==> config.mk <==
export PLATFORM = sky130hd
export DESIGN_NAME = mini_core_mem_arb
export DESIGN_NICKNAME = d
export VERILOG_FILES = /design/src/rtl/mini_core_mem_arb.sv
export SDC_FILE = /design/constraint.sdc
export NUM_CORES = 1
export LEC_CHECK = 0
export ABC_AREA = 0
export BUFFER_PORTS_ARGS = -buffer_cell sky130_fd_sc_hd__buf_2
export CAP_MARGIN = 10
export CORE_AREA = 5 5 104 106
export CTS_CLUSTER_SIZE = 12
export DETAILED_ROUTE_END_ITERATION = 16
export DIE_AREA = 0 0 109 111
export GPL_TIMING_DRIVEN = 0
export PLACE_DENSITY_LB_ADDON = 0.2
export SYNTH_ARGS = -nofsm -noshare
export SYNTH_HDL_FRONTEND = slang
export SYNTH_SLANG_ARGS = --single-unit
==> constraint.sdc <==
create_clock -name i_clk -period 2.6 [get_ports i_clk]
set_clock_uncertainty 0.15 [all_clocks]
set_input_delay 0.65 -clock i_clk [delete_from_list [all_inputs] [get_ports i_clk]]
set_output_delay 0.65 -clock i_clk [all_outputs]
set_load 0.01 [all_outputs]
==> src/rtl/mini_core_mem_arb.sv <==
// mini_core_mem_arb: shares one single-port memory between the fetch (F) and
// data/LSU (D) ports of mini_core. Request/grant is combinational; read data
// comes back one cycle after an accepted read and is steered to its owner.
// Optional feature macro: MINI_CORE_ARB_RR_EN (round-robin on conflict instead
// of fixed D-priority with a fetch starvation bound).
module mini_core_mem_arb #(
    parameter int ADDR_W     = 32,
    parameter int DATA_W     = 32,
    parameter int STARVE_MAX = 4
) (
    input  logic                i_clk,
    input  logic                i_rst,      // async, active-low
    // fetch port
    input  logic                i_f_req,
    input  logic [ADDR_W-1:0]   i_f_addr,
    output logic                o_f_gnt,
    output logic                o_f_rvalid,
    output logic [DATA_W-1:0]   o_f_rdata,
    // data / LSU port
    input  logic                i_d_req,
    input  logic                i_d_we,
    input  logic [DATA_W/8-1:0] i_d_be,
    input  logic [ADDR_W-1:0]   i_d_addr,
    input  logic [DATA_W-1:0]   i_d_wdata,
    output logic                o_d_gnt,
    output logic                o_d_rvalid,
    output logic [DATA_W-1:0]   o_d_rdata,
    // shared memory port
    input  logic                i_m_ready,
    output logic                o_m_req,
    output logic                o_m_we,
    output logic [DATA_W/8-1:0] o_m_be,
    output logic [ADDR_W-1:0]   o_m_addr,
    output logic [DATA_W-1:0]   o_m_wdata,
    input  logic [DATA_W-1:0]   i_m_rdata
);

    localparam int BE_W = DATA_W / 8;

    typedef enum logic [1:0] {
        ST_IDLE  = 2'd0,
        ST_RSP_F = 2'd1,
        ST_RSP_D = 2'd2
    } rsp_st_t;

    rsp_st_t     r_rsp_st;
    logic        w_f_prio;     // F wins if both request this cycle
    logic        w_f_win;
    logic        w_f_gnt;
    logic        w_d_gnt;

`ifdef MINI_CORE_ARB_RR_EN
    // r_rr_last remembers which side lost the previous conflict; that side
    // is owed the next one. Reset value SIDE_D hands the first conflict to D.
    localparam logic SIDE_F = 1'b0;
    localparam logic SIDE_D = 1'b1;
    logic r_rr_last;

    assign w_f_prio = (r_rr_last == SIDE_F);

    // Record the loser of every conflict that actually gets a grant
    always_ff @(posedge i_clk or negedge i_rst) begin
        if (!i_rst) begin
            r_rr_last <= SIDE_D;
        end else if (i_f_req && i_d_req && (w_f_gnt || w_d_gnt)) begin
            r_rr_last <= w_f_gnt ? SIDE_D : SIDE_F;
        end
    end
`else
    logic [3:0] r_starve_cnt;

    assign w_f_prio = (r_starve_cnt == 4'(STARVE_MAX));

    // Count consecutive D wins while F waits; frozen when memory is not ready
    always_ff @(posedge i_clk or negedge i_rst) begin
        if (!i_rst) begin
            r_starve_cnt <= '0;
        end else if (!i_f_req || w_f_gnt) begin
            r_starve_cnt <= '0;
        end else if (w_d_gnt && (r_starve_cnt != 4'(STARVE_MAX))) begin
            r_starve_cnt <= r_starve_cnt + 4'd1;
        end
    end
`endif

    assign w_f_win = i_f_req & (~i_d_req | w_f_prio);
    // No grant while held in reset or while memory stalls
    assign w_f_gnt = i_rst & i_m_ready & w_f_win;
    assign w_d_gnt = i_rst & i_m_ready & i_d_req & ~w_f_win;

    assign o_f_gnt = w_f_gnt;
    assign o_d_gnt = w_d_gnt;
    assign o_m_req = i_f_req | i_d_req;

    // Memory port mux: F fields only when F is granted, D fields otherwise
    always_comb begin
        o_m_we    = i_d_we;
        o_m_be    = i_d_we ? i_d_be : {BE_W{1'b1}};
        o_m_addr  = i_d_addr;
        o_m_wdata = i_d_wdata;
        if (w_f_gnt) begin
            o_m_we    = 1'b0;
            o_m_be    = {BE_W{1'b1}};
            o_m_addr  = i_f_addr;
            o_m_wdata = '0;
        end
    end

    // Response owner for next cycle's read data; stores take no slot
    always_ff @(posedge i_clk or negedge i_rst) begin
        if (!i_rst) begin
            r_rsp_st <= ST_IDLE;
        end else if (w_f_gnt) begin
            r_rsp_st <= ST_RSP_F;
        end else if (w_d_gnt && !i_d_we) begin
            r_rsp_st <= ST_RSP_D;
        end else begin
            r_rsp_st <= ST_IDLE;
        end
    end

    assign o_f_rvalid = (r_rsp_st == ST_RSP_F);
    assign o_d_rvalid = (r_rsp_st == ST_RSP_D);
    assign o_f_rdata  = o_f_rvalid ? i_m_rdata : '0;
    assign o_d_rdata  = o_d_rvalid ? i_m_rdata : '0;

endmodule

==> run metrics <==
outcome complete, but fails checks; failing checks setup timing; Clk pin slew, worst setup/hold paths 30 ps; Total GRT Usage 0.1157; Largest stage delay, worst path 390 ps; vias per cell 3.926; layout net count 619; clock tree from TritonCTS yes; mean area per synthesized cell 7.647 um2; CP endpoint kind output pin; initial DRC count 82; Slew HR 0.7645; DR vias 2395; synthesized area 1438 um2; synth top area cells and2_1 28%, nor2b_1 16%, mux2_1 13%; YS warnings 0; final setup vio count 35; most used routing layer met2; WL final 8234 um; Core Area 9684 um2; Die ar. 12100 um2; Starting Density 0.1484; Post-synth EDFFs 0; Worst Setup Start Kind register; CP Class reg2out; # rows 36; GP Congestion 0.7409; Main synth FF type dfrtp_1; Seq cells post-synth 6; Leak 2.108 nW; max-slew violations 0; pwr dens 186.1 nW/um2; clock sinks 6; RSZ-0062 raised after global routing yes; Worst Path Max Fanout 6; Critical Path AT 1880 ps; Slew @ Worst Pin 353.2 ps; total CTS buffers 3; DR WL/cell 13.50 um; dpl cell area 2975 um2; n_diodes 0; H-tree depth 1; Netlist cell types 25; final instance area 3617 um2; Final HPWL DP 6685 um; count leader, synth and2_1; met3 Usage GRT 0.03145; Max Fclk 0.3738 GHz; CTS Root Cell clkbuf_8; FFs w/ async S/R, synth 1.000; CTS Buffer Depth 2; detailed-router iteration count before antenna repair 4; CP Cell Sequence inv_2 > ha_4 > nand3b_4 > a21oi_4 > buf_8 > clkbuf_16 > mux2_4 > buf_6; grt ovf 0; Post-Route Setup TNS -1799 ps; drt drc 0; Hold Vio Cnt, Final 0; Area Growth Syn to Fin 151.6%; Tcrit/Tclk final 1.029; Die Y 111 um; Post-CTS Hold Buffers 0; Seq/Total Area, Yosys 0.1044; Synth top area share 0.2829; max_cap viols 0; layout cells sized above 1 0.7191; crit path time final 2675 ps; area leader, netlist and2_1; die width 109 um; pre-CTS WS -252.7 ps; clk_lat worst skew 220 ps; Power, Total 0.6730 mW; met1 usage 0.1109; Commonest cells post-synth 65 x and2_1, 37 x nor2b_1, 17 x mux2_1; Setup WS post-layout -75.14 ps; Syn Nets 328; Antenna Nets Post-Route 0; first-pass GRT wire length 11360 um; fin util 0.3735; worst path required time 1800 ps; Worst VDD drop 0.1602 mV; PortBufs 274; vias in the first global route 2394; CP max-delay cell dfrtp_1; grt met2 use 0.2375; initial antenna violation count 0; HP Class in2async; largest net degree at the start of global routing 12; num ports 276; Post-Syn Instances 188
[sequential cells by signal, summed over array words and instances, names as in the netlist]
signal	cells
r_starve_cnt	4
r_rsp_st	2
[what timing repair did]
item | CTS | global route
gates resized for setup | 42 | 59
endpoints found under the setup margin | 70 | 59
setup buffers | 7 | 4
pin swaps | 2 | 2
gates cloned | 1 | 2
[path summary, 6_finish.rpt]
path                                      start              end  slack (ps)  depth (start not counted)
worst max-delay path            r_starve_cnt[0]     o_m_addr[17]         -80                          8
worst min-delay path                      i_rst  r_starve_cnt[3]          80                          1
worst max register to register  r_starve_cnt[0]  r_starve_cnt[3]        1030                          8
worst min register to register  r_starve_cnt[3]  r_starve_cnt[3]         510                          3
max in group asynchronous                 i_rst      r_rsp_st[0]        2100                          1
min in group i_clk                       i_d_we      r_rsp_st[1]         500                          2
[cell families after synthesis]
logic type               synth area share
AO/OA/AOI/OAI                     0.03569
adder cells (fa/ha/maj)           0.01740
buffers and inverters             0.06440
flip-flops                         0.1044
multiplexers                       0.2506
AND/OR/NAND/NOR                    0.5274
[critical path, delay by kind of cell (launching register included)]
family | cells | cell delay, ps
fa+ha+maj | 1 | 150
buf+inv | 4 | 530
flops | 1 | 390
simple gates | 1 | 90
mux | 1 | 300
compound gates | 1 | 190
[cell type report]
class	instances	area [um2]
multi-input cells	165	1371
fillers	1007	6067
plain buffers	12	95.09
repair buffers	288	1782
clock buffers	3	41.29
flip-flops and latches	6	150.1
inverters	3	11.26
well taps	133	166.4
[metal layers]
layer / up-vias / part of all wire / wire length [um]
met5: - / 0 / 0
li1: 1187 / - / -
met3: 2 / 0.12 / 989
met4: 0 / 0.0063 / 52
met2: 155 / 0.55 / 4496
met1: 1051 / 0.33 / 2696
[cell usage in the layout (no fill, tap or decap), types with 2 or more instances in the layout]
master     count
inv_2          2
and2_1        65
nor2b_1       35
mux2_4        32
clkbuf_8       3
nand4_1        2
nand3_1        3
a21boi_0       2
nand2_1        7
buf_4          7
buf_6         40
buf_2        237
clkbuf_16      2
or2_4          4
buf_8          5
nor2b_2        2
clkbuf_1       6
dfrtp_1        6
[power breakdown]
part           leakage (nW)  total [mW]  switching, mW  internal (mW)
Combinational          2.00       0.443          0.177          0.266
Sequential           0.0830      0.0968        0.00118         0.0956
Clock                0.0216       0.133         0.0339         0.0989
Total                  2.11       0.673          0.212          0.461
[metrics by stage]
step                hold WS (ps)  cells
floorplan                  204.4    188
global placement           365.2    595
detailed placement         364.8    595
CTS                        74.64    606
global route               72.46    610
finish                     77.79    610
Note: power is estimated with default switching activity, not from simulation.
